==> config.mk <==
export PLATFORM = sky130hd
export DESIGN_NAME = decode_fetch_buffer
export DESIGN_NICKNAME = d
export VERILOG_FILES = /design/src/rtl/riscv_defs.sv /design/src/rtl/instr_class_decode.sv /design/src/rtl/decode_fetch_buffer.sv
export SDC_FILE = /design/constraint.sdc
export NUM_CORES = 1
export LEC_CHECK = 0
export CORE_MARGIN = 4
export CORE_UTILIZATION = 50
export CTS_BUF_LIST = sky130_fd_sc_hd__clkbuf_8
export DETAILED_ROUTE_END_ITERATION = 16
export PLACE_DENSITY = 0.86
export SKIP_LAST_GASP = 1
export SLEW_MARGIN = 10
export SYNTH_ARGS = -nofsm -noshare
export SYNTH_HDL_FRONTEND = slang
export SYNTH_HIERARCHICAL = 1
export SYNTH_SLANG_ARGS = --single-unit
==> constraint.sdc <==
create_clock -name clk_i -period 10.11 [get_ports clk_i]
set_clock_uncertainty 0.2 [all_clocks]
set_input_delay 1.011 -clock clk_i [delete_from_list [all_inputs] [get_ports clk_i]]
set_output_delay 1.011 -clock clk_i [all_outputs]
set_load 0.1 [all_outputs]
==> src/rtl/riscv_defs.sv <==
`default_nettype none
// +----------------------------------------------------------------------------+
// | Package     : riscv_defs                                                   |
// | Description : RV32 instruction match/mask constants, NOP encoding and the  |
// |               class-flag bundle shared by the fetch->decode buffer.        |
// | Revision    : 1.0 - initial release                                        |
// +----------------------------------------------------------------------------+
package riscv_defs;

    // An instruction matches INST_x when (instr & INST_x_MASK) == INST_x.
    // ALU register/immediate forms
    localparam logic [31:0] INST_ADDI   = 32'h0000_0013, INST_ADDI_MASK   = 32'h0000_707f;
    localparam logic [31:0] INST_SLTI   = 32'h0000_2013, INST_SLTI_MASK   = 32'h0000_707f;
    localparam logic [31:0] INST_SLTIU  = 32'h0000_3013, INST_SLTIU_MASK  = 32'h0000_707f;
    localparam logic [31:0] INST_XORI   = 32'h0000_4013, INST_XORI_MASK   = 32'h0000_707f;
    localparam logic [31:0] INST_ORI    = 32'h0000_6013, INST_ORI_MASK    = 32'h0000_707f;
    localparam logic [31:0] INST_ANDI   = 32'h0000_7013, INST_ANDI_MASK   = 32'h0000_707f;
    localparam logic [31:0] INST_SLLI   = 32'h0000_1013, INST_SLLI_MASK   = 32'hfc00_707f;
    localparam logic [31:0] INST_SRLI   = 32'h0000_5013, INST_SRLI_MASK   = 32'hfc00_707f;
    localparam logic [31:0] INST_SRAI   = 32'h4000_5013, INST_SRAI_MASK   = 32'hfc00_707f;
    localparam logic [31:0] INST_ADD    = 32'h0000_0033, INST_ADD_MASK    = 32'hfe00_707f;
    localparam logic [31:0] INST_SUB    = 32'h4000_0033, INST_SUB_MASK    = 32'hfe00_707f;
    localparam logic [31:0] INST_SLL    = 32'h0000_1033, INST_SLL_MASK    = 32'hfe00_707f;
    localparam logic [31:0] INST_SLT    = 32'h0000_2033, INST_SLT_MASK    = 32'hfe00_707f;
    localparam logic [31:0] INST_SLTU   = 32'h0000_3033, INST_SLTU_MASK   = 32'hfe00_707f;
    localparam logic [31:0] INST_XOR    = 32'h0000_4033, INST_XOR_MASK    = 32'hfe00_707f;
    localparam logic [31:0] INST_SRL    = 32'h0000_5033, INST_SRL_MASK    = 32'hfe00_707f;
    localparam logic [31:0] INST_SRA    = 32'h4000_5033, INST_SRA_MASK    = 32'hfe00_707f;
    localparam logic [31:0] INST_OR     = 32'h0000_6033, INST_OR_MASK     = 32'hfe00_707f;
    localparam logic [31:0] INST_AND    = 32'h0000_7033, INST_AND_MASK    = 32'hfe00_707f;
    // Upper immediates and control transfer
    localparam logic [31:0] INST_LUI    = 32'h0000_0037, INST_LUI_MASK    = 32'h0000_007f;
    localparam logic [31:0] INST_AUIPC  = 32'h0000_0017, INST_AUIPC_MASK  = 32'h0000_007f;
    localparam logic [31:0] INST_JAL    = 32'h0000_006f, INST_JAL_MASK    = 32'h0000_007f;
    localparam logic [31:0] INST_JALR   = 32'h0000_0067, INST_JALR_MASK   = 32'h0000_707f;
    localparam logic [31:0] INST_BEQ    = 32'h0000_0063, INST_BEQ_MASK    = 32'h0000_707f;
    localparam logic [31:0] INST_BNE    = 32'h0000_1063, INST_BNE_MASK    = 32'h0000_707f;
    localparam logic [31:0] INST_BLT    = 32'h0000_4063, INST_BLT_MASK    = 32'h0000_707f;
    localparam logic [31:0] INST_BGE    = 32'h0000_5063, INST_BGE_MASK    = 32'h0000_707f;
    localparam logic [31:0] INST_BLTU   = 32'h0000_6063, INST_BLTU_MASK   = 32'h0000_707f;
    localparam logic [31:0] INST_BGEU   = 32'h0000_7063, INST_BGEU_MASK   = 32'h0000_707f;
    // Loads and stores
    localparam logic [31:0] INST_LB     = 32'h0000_0003, INST_LB_MASK     = 32'h0000_707f;
    localparam logic [31:0] INST_LH     = 32'h0000_1003, INST_LH_MASK     = 32'h0000_707f;
    localparam logic [31:0] INST_LW     = 32'h0000_2003, INST_LW_MASK     = 32'h0000_707f;
    localparam logic [31:0] INST_LBU    = 32'h0000_4003, INST_LBU_MASK    = 32'h0000_707f;
    localparam logic [31:0] INST_LHU    = 32'h0000_5003, INST_LHU_MASK    = 32'h0000_707f;
    localparam logic [31:0] INST_LWU    = 32'h0000_6003, INST_LWU_MASK    = 32'h0000_707f;
    localparam logic [31:0] INST_SB     = 32'h0000_0023, INST_SB_MASK     = 32'h0000_707f;
    localparam logic [31:0] INST_SH     = 32'h0000_1023, INST_SH_MASK     = 32'h0000_707f;
    localparam logic [31:0] INST_SW     = 32'h0000_2023, INST_SW_MASK     = 32'h0000_707f;
    // M extension
    localparam logic [31:0] INST_MUL    = 32'h0200_0033, INST_MUL_MASK    = 32'hfe00_707f;
    localparam logic [31:0] INST_MULH   = 32'h0200_1033, INST_MULH_MASK   = 32'hfe00_707f;
    localparam logic [31:0] INST_MULHSU = 32'h0200_2033, INST_MULHSU_MASK = 32'hfe00_707f;
    localparam logic [31:0] INST_MULHU  = 32'h0200_3033, INST_MULHU_MASK  = 32'hfe00_707f;
    localparam logic [31:0] INST_DIV    = 32'h0200_4033, INST_DIV_MASK    = 32'hfe00_707f;
    localparam logic [31:0] INST_DIVU   = 32'h0200_5033, INST_DIVU_MASK   = 32'hfe00_707f;
    localparam logic [31:0] INST_REM    = 32'h0200_6033, INST_REM_MASK    = 32'hfe00_707f;
    localparam logic [31:0] INST_REMU   = 32'h0200_7033, INST_REMU_MASK   = 32'hfe00_707f;
    // System / CSR / fence
    localparam logic [31:0] INST_CSRRW  = 32'h0000_1073, INST_CSRRW_MASK  = 32'h0000_707f;
    localparam logic [31:0] INST_CSRRS  = 32'h0000_2073, INST_CSRRS_MASK  = 32'h0000_707f;
    localparam logic [31:0] INST_CSRRC  = 32'h0000_3073, INST_CSRRC_MASK  = 32'h0000_707f;
    localparam logic [31:0] INST_CSRRWI = 32'h0000_5073, INST_CSRRWI_MASK = 32'h0000_707f;
    localparam logic [31:0] INST_CSRRSI = 32'h0000_6073, INST_CSRRSI_MASK = 32'h0000_707f;
    localparam logic [31:0] INST_CSRRCI = 32'h0000_7073, INST_CSRRCI_MASK = 32'h0000_707f;
    localparam logic [31:0] INST_ECALL  = 32'h0000_0073, INST_ECALL_MASK  = 32'hffff_ffff;
    localparam logic [31:0] INST_EBREAK = 32'h0010_0073, INST_EBREAK_MASK = 32'hffff_ffff;
    localparam logic [31:0] INST_MRET   = 32'h3020_0073, INST_MRET_MASK   = 32'hffff_ffff;
    localparam logic [31:0] INST_FENCE  = 32'h0000_000f, INST_FENCE_MASK  = 32'h0000_707f;

    // addi x0, x0, 0 - substituted for the word of a faulted fetch
    localparam logic [31:0] NOP_INSTR = 32'h0000_0013;

    // Class-flag bundle; field order is exec (MSB) down to invalid (LSB)
    typedef struct packed {
        logic exec;
        logic lsu;
        logic branch;
        logic mul;
        logic div;
        logic csr;
        logic rd_valid;
        logic invalid;
    } class_flags_t;

    function automatic logic inst_match(input logic [31:0] instr,
                                        input logic [31:0] mask,
                                        input logic [31:0] pattern);
        return (instr & mask) == pattern;
    endfunction

endpackage
`default_nettype wire

==> src/rtl/instr_class_decode.sv <==
`default_nettype none
// +----------------------------------------------------------------------------+
// | Module      : instr_class_decode                                           |
// | Description : Combinational pre-classifier: 32-bit instruction word in,    |
// |               eight class flags out.                                       |
// |   i_instr  in  32  instruction word                                        |
// |   o_flags  out  8  class flags (exec/lsu/branch/mul/div/csr/rd_valid/inv)  |
// | Revision    : 1.0 - initial release                                        |
// +----------------------------------------------------------------------------+
module instr_class_decode
    import riscv_defs::*;
(
    input  logic [31:0]  i_instr,
    output class_flags_t o_flags
);

    logic w_alu_imm, w_alu_reg, w_lui, w_auipc, w_jal, w_jalr, w_cond_br;
    logic w_load, w_store, w_mul, w_div, w_csr_rw, w_sys;

    assign w_alu_imm = inst_match(i_instr, INST_ADDI_MASK,  INST_ADDI)  | inst_match(i_instr, INST_SLTI_MASK,  INST_SLTI)
                     | inst_match(i_instr, INST_SLTIU_MASK, INST_SLTIU) | inst_match(i_instr, INST_XORI_MASK,  INST_XORI)
                     | inst_match(i_instr, INST_ORI_MASK,   INST_ORI)   | inst_match(i_instr, INST_ANDI_MASK,  INST_ANDI)
                     | inst_match(i_instr, INST_SLLI_MASK,  INST_SLLI)  | inst_match(i_instr, INST_SRLI_MASK,  INST_SRLI)
                     | inst_match(i_instr, INST_SRAI_MASK,  INST_SRAI);
    assign w_alu_reg = inst_match(i_instr, INST_ADD_MASK,  INST_ADD)  | inst_match(i_instr, INST_SUB_MASK,  INST_SUB)
                     | inst_match(i_instr, INST_SLL_MASK,  INST_SLL)  | inst_match(i_instr, INST_SLT_MASK,  INST_SLT)
                     | inst_match(i_instr, INST_SLTU_MASK, INST_SLTU) | inst_match(i_instr, INST_XOR_MASK,  INST_XOR)
                     | inst_match(i_instr, INST_SRL_MASK,  INST_SRL)  | inst_match(i_instr, INST_SRA_MASK,  INST_SRA)
                     | inst_match(i_instr, INST_OR_MASK,   INST_OR)   | inst_match(i_instr, INST_AND_MASK,  INST_AND);
    assign w_lui     = inst_match(i_instr, INST_LUI_MASK,   INST_LUI);
    assign w_auipc   = inst_match(i_instr, INST_AUIPC_MASK, INST_AUIPC);
    assign w_jal     = inst_match(i_instr, INST_JAL_MASK,   INST_JAL);
    assign w_jalr    = inst_match(i_instr, INST_JALR_MASK,  INST_JALR);
    assign w_cond_br = inst_match(i_instr, INST_BEQ_MASK,  INST_BEQ)  | inst_match(i_instr, INST_BNE_MASK,  INST_BNE)
                     | inst_match(i_instr, INST_BLT_MASK,  INST_BLT)  | inst_match(i_instr, INST_BGE_MASK,  INST_BGE)
                     | inst_match(i_instr, INST_BLTU_MASK, INST_BLTU) | inst_match(i_instr, INST_BGEU_MASK, INST_BGEU);
    assign w_load    = inst_match(i_instr, INST_LB_MASK,  INST_LB)  | inst_match(i_instr, INST_LH_MASK,  INST_LH)
                     | inst_match(i_instr, INST_LW_MASK,  INST_LW)  | inst_match(i_instr, INST_LBU_MASK, INST_LBU)
                     | inst_match(i_instr, INST_LHU_MASK, INST_LHU) | inst_match(i_instr, INST_LWU_MASK, INST_LWU);
    assign w_store   = inst_match(i_instr, INST_SB_MASK, INST_SB) | inst_match(i_instr, INST_SH_MASK, INST_SH)
                     | inst_match(i_instr, INST_SW_MASK, INST_SW);
    assign w_mul     = inst_match(i_instr, INST_MUL_MASK,    INST_MUL)    | inst_match(i_instr, INST_MULH_MASK,  INST_MULH)
                     | inst_match(i_instr, INST_MULHSU_MASK, INST_MULHSU) | inst_match(i_instr, INST_MULHU_MASK, INST_MULHU);
    assign w_div     = inst_match(i_instr, INST_DIV_MASK, INST_DIV) | inst_match(i_instr, INST_DIVU_MASK, INST_DIVU)
                     | inst_match(i_instr, INST_REM_MASK, INST_REM) | inst_match(i_instr, INST_REMU_MASK, INST_REMU);
    assign w_csr_rw  = inst_match(i_instr, INST_CSRRW_MASK,  INST_CSRRW)  | inst_match(i_instr, INST_CSRRS_MASK,  INST_CSRRS)
                     | inst_match(i_instr, INST_CSRRC_MASK,  INST_CSRRC)  | inst_match(i_instr, INST_CSRRWI_MASK, INST_CSRRWI)
                     | inst_match(i_instr, INST_CSRRSI_MASK, INST_CSRRSI) | inst_match(i_instr, INST_CSRRCI_MASK, INST_CSRRCI);
    // System instructions that go down the CSR pipe but never write rd
    assign w_sys     = inst_match(i_instr, INST_ECALL_MASK, INST_ECALL) | inst_match(i_instr, INST_EBREAK_MASK, INST_EBREAK)
                     | inst_match(i_instr, INST_MRET_MASK,  INST_MRET)  | inst_match(i_instr, INST_FENCE_MASK,  INST_FENCE);

    always_comb begin
        o_flags          = '0;
        o_flags.exec     = w_alu_imm | w_alu_reg | w_lui | w_auipc | w_jal | w_jalr | w_cond_br;
        o_flags.branch   = w_jal | w_jalr | w_cond_br;
        o_flags.lsu      = w_load | w_store;
        o_flags.mul      = w_mul;
        o_flags.div      = w_div;
        o_flags.csr      = w_csr_rw | w_sys;
        // A write to x0 is discarded, so it does not count as producing rd
        o_flags.rd_valid = (|i_instr[11:7]) & (w_alu_imm | w_alu_reg | w_lui | w_auipc | w_jal | w_jalr
                                               | w_load | w_mul | w_div | w_csr_rw);
        o_flags.invalid  = ~(o_flags.exec | o_flags.lsu | o_flags.mul | o_flags.div | o_flags.csr);
    end

endmodule
`default_nettype wire

==> src/rtl/decode_fetch_buffer.sv <==
`default_nettype none
// +----------------------------------------------------------------------------+
// | Module      : decode_fetch_buffer                                          |
// | Description : Fetch->decode skid FIFO. Classifies each instruction as it   |
// |               is written and presents the head entry plus its registered  |
// |               class flags to decode; flushes on squash.                    |
// |   clk_i / rst_i             clock, synchronous active-high reset           |
// |   fetch_in_*                fetch-side valid/instr/pc/fault in, accept out |
// |   squash_decode_i           discard held and incoming entries              |
// |   fetch_out_*               head valid/instr/pc/faults/class flags out,    |
// |                             accept in                                      |
// | Revision    : 1.0 - initial release                                        |
// +----------------------------------------------------------------------------+
module decode_fetch_buffer
    import riscv_defs::*;
#(
    parameter int DEPTH = 2,
    parameter int PTR_W = 1
) (
    input  logic        clk_i,
    input  logic        rst_i,
    input  logic        fetch_in_valid_i,
    input  logic [31:0] fetch_in_instr_i,
    input  logic [31:0] fetch_in_pc_i,
    input  logic        fetch_in_fault_fetch_i,
    input  logic        fetch_in_fault_page_i,
    output logic        fetch_in_accept_o,
    input  logic        squash_decode_i,
    output logic        fetch_out_valid_o,
    output logic [31:0] fetch_out_instr_o,
    output logic [31:0] fetch_out_pc_o,
    output logic        fetch_out_fault_fetch_o,
    output logic        fetch_out_fault_page_o,
    output logic        fetch_out_instr_exec_o,
    output logic        fetch_out_instr_lsu_o,
    output logic        fetch_out_instr_branch_o,
    output logic        fetch_out_instr_mul_o,
    output logic        fetch_out_instr_div_o,
    output logic        fetch_out_instr_csr_o,
    output logic        fetch_out_instr_rd_valid_o,
    output logic        fetch_out_instr_invalid_o,
    input  logic        fetch_out_accept_i
);

    localparam logic [PTR_W:0] c_count_full = (PTR_W + 1)'(DEPTH);

    logic [PTR_W-1:0] r_rd_ptr, r_wr_ptr;
    logic [PTR_W:0]   r_count;
    logic [31:0]      r_instr_q [DEPTH];
    logic [31:0]      r_pc_q    [DEPTH];
    logic             r_ffetch_q[DEPTH];
    logic             r_fpage_q [DEPTH];
    class_flags_t     r_flags_q [DEPTH];

    logic             w_push, w_pop;
    class_flags_t     w_dec_flags, w_wr_flags, w_head_flags;
    logic [31:0]      w_wr_instr;

    // Accept is a function of occupancy only, so a full buffer stays closed
    // even when decode drains it in the same cycle.
    assign fetch_in_accept_o = (r_count != c_count_full);
    assign fetch_out_valid_o = (r_count != '0);
    assign w_push = fetch_in_valid_i & fetch_in_accept_o & ~squash_decode_i;
    assign w_pop  = fetch_out_valid_o & fetch_out_accept_i;

    instr_class_decode u_class (
        .i_instr (fetch_in_instr_i),
        .o_flags (w_dec_flags)
    );

    // A faulted fetch carries no usable word: store a NOP with no class.
    always_comb begin
        w_wr_instr = fetch_in_instr_i;
        w_wr_flags = w_dec_flags;
        if (fetch_in_fault_fetch_i | fetch_in_fault_page_i) begin
            w_wr_instr = NOP_INSTR;
            w_wr_flags = '0;
        end
    end

    always_ff @(posedge clk_i) begin
        if (rst_i) begin
            r_rd_ptr <= '0;
            r_wr_ptr <= '0;
            r_count  <= '0;
            for (int i = 0; i < DEPTH; i++) begin
                r_instr_q[i]  <= '0;
                r_pc_q[i]     <= '0;
                r_ffetch_q[i] <= 1'b0;
                r_fpage_q[i]  <= 1'b0;
                r_flags_q[i]  <= '0;
            end
        end else if (squash_decode_i) begin
            // Storage is left as-is; with count at zero it is never exposed as valid.
            r_rd_ptr <= '0;
            r_wr_ptr <= '0;
            r_count  <= '0;
        end else begin
            if (w_push) begin
                r_instr_q[r_wr_ptr]  <= w_wr_instr;
                r_pc_q[r_wr_ptr]     <= fetch_in_pc_i;
                r_ffetch_q[r_wr_ptr] <= fetch_in_fault_fetch_i;
                r_fpage_q[r_wr_ptr]  <= fetch_in_fault_page_i;
                r_flags_q[r_wr_ptr]  <= w_wr_flags;
                r_wr_ptr             <= r_wr_ptr + 1'b1;
            end
            if (w_pop) begin
                r_rd_ptr <= r_rd_ptr + 1'b1;
            end
            case ({w_push, w_pop})
                2'b10:   r_count <= r_count + 1'b1;
                2'b01:   r_count <= r_count - 1'b1;
                default: r_count <= r_count;
            endcase
        end
    end

    assign w_head_flags               = r_flags_q[r_rd_ptr];
    assign fetch_out_instr_o          = r_instr_q[r_rd_ptr];
    assign fetch_out_pc_o             = r_pc_q[r_rd_ptr];
    assign fetch_out_fault_fetch_o    = r_ffetch_q[r_rd_ptr];
    assign fetch_out_fault_page_o     = r_fpage_q[r_rd_ptr];
    assign fetch_out_instr_exec_o     = w_head_flags.exec;
    assign fetch_out_instr_lsu_o      = w_head_flags.lsu;
    assign fetch_out_instr_branch_o   = w_head_flags.branch;
    assign fetch_out_instr_mul_o      = w_head_flags.mul;
    assign fetch_out_instr_div_o      = w_head_flags.div;
    assign fetch_out_instr_csr_o      = w_head_flags.csr;
    assign fetch_out_instr_rd_valid_o = w_head_flags.rd_valid;
    assign fetch_out_instr_invalid_o  = w_head_flags.invalid;

endmodule
`default_nettype wire

Word-level counts from Yosys, hierarchy flattened
Memory sizes are Yosys's and may differ from the RTL's. A register that Yosys moved wholly into a read port is not among the register bits.
Cells that the tools add are included.
{"block": "word_totals", "mem_bits_rw": 148, "input_bits": 71, "elab_cells": 182, "register_bits": 4, "n_memories": 5}
{"name": "r_instr_q", "depth": 2, "word_bits": 32, "rd": 1, "rd_ports_with_merged_regs": 1, "write_ports": 2, "line": "decode_fetch_buffer.sv:49", "text": "logic [31:0] r_instr_q [DEPTH];"}
{"name": "r_pc_q", "depth": 2, "word_bits": 32, "rd": 1, "rd_ports_with_merged_regs": 1, "write_ports": 2, "line": "decode_fetch_buffer.sv:50", "text": "logic [31:0] r_pc_q [DEPTH];"}
{"name": "r_flags_q", "depth": 2, "word_bits": 8, "rd": 1, "rd_ports_with_merged_regs": 1, "write_ports": 2, "line": "decode_fetch_buffer.sv:53", "text": "class_flags_t r_flags_q [DEPTH];"}
{"name": "r_ffetch_q", "depth": 2, "word_bits": 1, "rd": 1, "rd_ports_with_merged_regs": 1, "write_ports": 2, "line": "decode_fetch_buffer.sv:51", "text": "logic r_ffetch_q[DEPTH];"}
{"name": "r_fpage_q", "depth": 2, "word_bits": 1, "rd": 1, "rd_ports_with_merged_regs": 1, "write_ports": 2, "line": "decode_fetch_buffer.sv:52", "text": "logic r_fpage_q [DEPTH];"}
{"block": "op_classes", "eq_ne": 59, "n_bitwise": 68, "add_sub_neg": 4, "n_mux": 34, "n_reduce_logical": 9}
{"op": "$eq 17x11->1 const B", "n": 8}
{"op": "$eq 10x10->1 const B", "n": 13}
{"op": "$mux 32", "n": 3}
{"op": "$eq 17x10->1 const B", "n": 4}
{"op": "$reduce_or 32->1", "n": 2}
{"op": "$or 1x1->1", "n": 62}
{"op": "$eq 10x9->1 const B", "n": 6}
{"op": "$eq 10x8->1 const B", "n": 4}
{"op": "$eq 17x16->1 const B", "n": 2}
{"op": "$eq 17x9->1 const B", "n": 2}
{"op": "$eq 32x21->1 const B", "n": 1}
{"op": "$eq 32x30->1 const B", "n": 1}
{"op": "$eq 32x7->1 const B", "n": 1}
{"op": "$mux 1", "n": 28}
{"op": "$eq 10x7->1 const B", "n": 2}
{"op": "$eq 17x6->1 const B", "n": 1}
{"op": "$eq 17x8->1 const B", "n": 1}
{"op": "$eq 16x10->1 const B", "n": 1}
{"op": "$eq 16x15->1 const B", "n": 1}
{"op": "$eq 16x8->1 const B", "n": 1}
{"op": "$mux 8", "n": 2}
{"op": "$eq 10x2->1 const B", "n": 1}
{"op": "$eq 10x4->1 const B", "n": 1}
{"op": "$eq 10x5->1 const B", "n": 1}
{"op": "18 further kinds", "n": 25}

Logic depth before layout (Yosys ltp)
{"block": "logic_depth", "ltp_word": 23, "depth_mapped": 7}

Cells and area by module
The synthesis kept the hierarchy.
{"mod": "decode_fetch_buffer", "cells_each": 439, "area_each_um2": 6731.5, "n_inst": 1}
{"mod": "instr_class_decode", "cells_each": 62, "area_each_um2": 401.6, "n_inst": 1}

Least setup slack after synthesis
OpenSTA, ideal clock, no wires.
{"block": "synth_path", "path_kind": "input -> register", "startpoint": "in fetch_in_valid_i", "endpoint": "mem r_ffetch_q[0], enable pin", "cell_stages": 3, "setup_time_ns": 0.608, "path_slack_ns": 2.623, "arrival_time_ns": 6.678, "required_time_ns": 9.302, "n_path_buf": 0, "cell_sequence": "inv_1 -> or3_1 -> o21ai_0"}
{"element": "start, declared", "line": "decode_fetch_buffer.sv:22", "text": "input logic fetch_in_valid_i,"}
{"element": "end, declared", "line": "decode_fetch_buffer.sv:51"}

==> metrics.csv <==
stage,metric,value,unit
status,status,completed,
final_layout,"Design Area, Final",0.00901,mm2
clock_tree,post-CTS setup buffers,0,
floorplanning,IO Pins,147,
clock_tree,clk_lat worst skew,0.43,ns
timing,Tmin final,4.16,ns
power_and_ir_drop,Max IR drop VDD,0.0000923,V
hold_path,Hold Crit Start,r_count[1],
timing,measured slew at the worst slew-check pin,1.20,ns
clock_tree,clk sinks,153,
drt,via/cell ratio,5.48,
floorplanning,Die Ht,127,um
critical_path,Crit Path Class,register to primary output,
floorplanning,Core Area,0.0139,mm2
synth,"Avg Cell Area, Syn",14.2,um2
floorplanning,Initial Util,51.2,%
final_layout,layout cell share with drive strength beyond 1,18.1,%
drt,Initial DRC Count,332,
timing,"Hold Violations, Final",0,
global_route,grt ovf,0,
hold_path,Hold Path Stages,2,
final_layout,Multi-input gate area,0.00234,mm2
clock_tree,Resized Gates After CTS,0,
power_and_ir_drop,Comb pwr share,19.9,%
job,# Max-Cap Violations,0,
power_and_ir_drop,pwr/cell area,163,mW/mm2
critical_path,worst reg2reg startpoint,r_count[0],
critical_path,CP required,8.90,ns
critical_path,R2R depth,4,
final_layout,number of filler cells placed in the layout,1036,
synth,Syn Nets,573,
timing,Worst slew margin,19.6,%
critical_path,CP max FO,74,
final_layout,area growth from synthesis to layout,26.3,%
synth,"Async S/R FF share, synth",0,%
global_route,via count of the first global-routing pass,4604,
timing,Fmax,240,MHz
power_and_ir_drop,switching power,0.424,mW
critical_path,CP Capture Type,primary output,
power_and_ir_drop,part of the power in registers,50.1,%
timing,Setup Total Neg Slack,0,ns
clock_tree,H-tree depth,4,
clock_tree,CTS clock-pin slew for the worst setup and hold paths,0.08,ns
final_layout,Reg area,0.00455,mm2
critical_path,worst endpoint data arrival time,2.95,ns
timing,Final setup viols,0,
floorplanning,row count,43,
drt,# DRC,0,
clock_tree,Num CTS Buffers,17,
synth,register bit total from synthesis,153,
synth,warnings from Yosys,6,
final_layout,# nets final,706,
clock_tree,CTS Buffer Depth,2,
clock_tree,hold_buf cts,0,
synth,Post-Syn Area,0.00713,mm2
drt,antenna-violating nets left,0,
floorplanning,Die Wd,127,um
drt,Detailed Routing Iterations Pass 1,5,
timing,fin crit share,41.2,%
drt,Wirelength per Cell,18.5,um
hold_path,Hold WC Path Type,register to register,
power_and_ir_drop,Internal Pwr Total,1.04,mW
timing,final slew viol count,0,
global_route,gr usage total,18.9,%
synth,Unique masters post-synth,47,
clock_tree,CTS tree,yes,
place,dpl hpwl,9.94,mm
drt,total number of vias,4527,
floorplanning,Die ar.,0.0162,mm2
final_layout,# diodes,0,
place,Placed Area,0.00861,mm2
global_route,pin count of the biggest net entering global routing,75,
global_route,initial antenna violation count,0,
place,Placer Congestion,0.798,
global_route,global-route wire length before repair,23.9,mm
critical_path,crit start category,register,
power_and_ir_drop,P_leak,3.52,nW
clock_tree,root buffer cell,clkbuf_8,
synth,top_reg_cell synth,edfxtp_1,
synth,sequential element share of the synthesized area,63.7,%
place,input/output buffers,146,
drt,routed wire length,15.3,mm
power_and_ir_drop,Clock power frac,30.0,%
power_and_ir_drop,Net Sw Frac,28.9,%
synth,Synth Instances,501,
timing,setup repair after global routing missed its margin,no,
synth,number of synthesized flops with an enable pin,148,
[flip-flops by register name, indices dropped and copies added, names as in the netlist, named ones only]
name and cells:
r_flags_q 16, r_count 2, r_ffetch_q 2, r_wr_ptr 1, r_pc_q 64, r_fpage_q 2, r_rd_ptr 1, r_instr_q 64
[Yosys cell counts, types with 3 or more instances]
master / instances / area share [%]
a21oi_1: 3 / 0.21
and2_1: 68 / 6.0
and3_1: 74 / 6.5
buf_2: 7 / 0.49
buf_4: 5 / 0.53
buf_6: 13 / 2.1
clkbuf_1: 11 / 0.58
dfxtp_1: 5 / 1.4
edfxtp_1: 148 / 62
inv_1: 4 / 0.21
mux2_2: 74 / 12
nand2_1: 6 / 0.32
nand2b_1: 3 / 0.26
nand3_1: 4 / 0.28
nand4_1: 4 / 0.35
nor2_1: 16 / 0.84
nor2b_1: 4 / 0.35
nor3_1: 7 / 0.49
nor4_1: 5 / 0.44
o21ai_0: 6 / 0.42
or3_1: 3 / 0.26
[power by group through the flow]
| stage | Clock (mW) | Combinational (mW) | Sequential [mW] |
|---|---|---|---|
| 6_report | 0.440 | 0.292 | 0.736 |
| 5_1_grt | 0.477 | 0.302 | 0.738 |
| 2_1_floorplan | 0 | 0.208 | 0.749 |
| 3_5_place_dp | 0 | 0.292 | 0.750 |
| 3_3_place_gp | 0 | 0.289 | 0.748 |
| 4_1_cts | 0.448 | 0.292 | 0.736 |
[metal layers]
layer  up-vias  track usage [%]  part of all wire (%)
met5         -                0                     0
met4         0             7.26                   2.0
met3        28             3.47                   4.6
met2       149             32.4                    52
met1      2210             24.0                    41
li1       2140                -                     -
[final cells by class]
type	count	share of cell area [%]
clock buffer	17	2.60
clock inverter	14	1.56
inverter	5	0.208
multi-input combinational	307	25.9
sequential	153	50.5
tap	180	2.50
timing repair buffer	150	16.7
[path summary, 6_finish.rpt]
path         slack, ns               endpoint
min reg2reg       0.33             r_count[1]
min               0.33             r_count[1]
max               5.95  fetch_out_instr_csr_o
max reg2reg       7.02           r_pc_q[0][3]
[cells in the final DEF, fill, tap and decap left out, types with 3 or more instances in the layout]
cell / Yosys / routed
dfxtp_1: 5 / 4
a21oi_1: 3 / 3
nand4_1: 4 / 4
inv_1: 4 / 6
clkinv_1: 0 / 4
nor3_1: 7 / 7
nand2b_1: 3 / 3
and3_1: 74 / 74
nand3_1: 4 / 4
clkbuf_8: 0 / 17
clkinv_2: 0 / 4
mux2_2: 74 / 74
bufinv_16: 0 / 3
nor2b_1: 4 / 4
or3_1: 3 / 3
nor2_1: 16 / 15
clkdlybuf4s50_1: 0 / 146
nand2_1: 6 / 5
o21ai_0: 6 / 5
and2_1: 68 / 68
buf_4: 5 / 3
edfxtp_1: 148 / 148
nor4_1: 5 / 5
[per-stage QoR]
| stage | power (mW) | utilization [%] | worst slack (ns) | hold WS (ns) | std cells |
|---|---|---|---|---|---|
| finish | 1.47 | 64.6 | 5.95 | 0.327 | 826 |
| global route | 1.52 | 64.6 | 5.78 | 0.362 | 826 |
| CTS | 1.48 | 64.5 | 5.87 | 0.325 | 825 |
| detailed placement | 1.04 | 61.8 | 5.85 | 0.312 | 794 |
| global placement | 1.04 | 61.8 | 5.94 | 0.296 | 794 |
| floorplan | 0.958 | - | 2.62 | 0.280 | 501 |
[critical path, cell delays in order (launching register included)]
cell,delay (ns)
dfxtp_4,1.00
mux2_2,0.35
clkdlybuf4s50_1,1.14
[cell families after synthesis]
| logic type | count (synthesis) | share of synthesized area, % |
|---|---|---|
| AO/OA/AOI/OAI | 20 | 1.89 |
| XOR/XNOR | 3 | 0.368 |
| multiplexers | 74 | 11.7 |
| buffers and inverters | 41 | 3.91 |
| AND/OR/NAND/NOR | 209 | 18.3 |
| adder cells (fa/ha/maj) | 1 | 0.175 |
| flip-flops | 153 | 63.7 |
No activity file was read; power rests on OpenSTA's default activity.
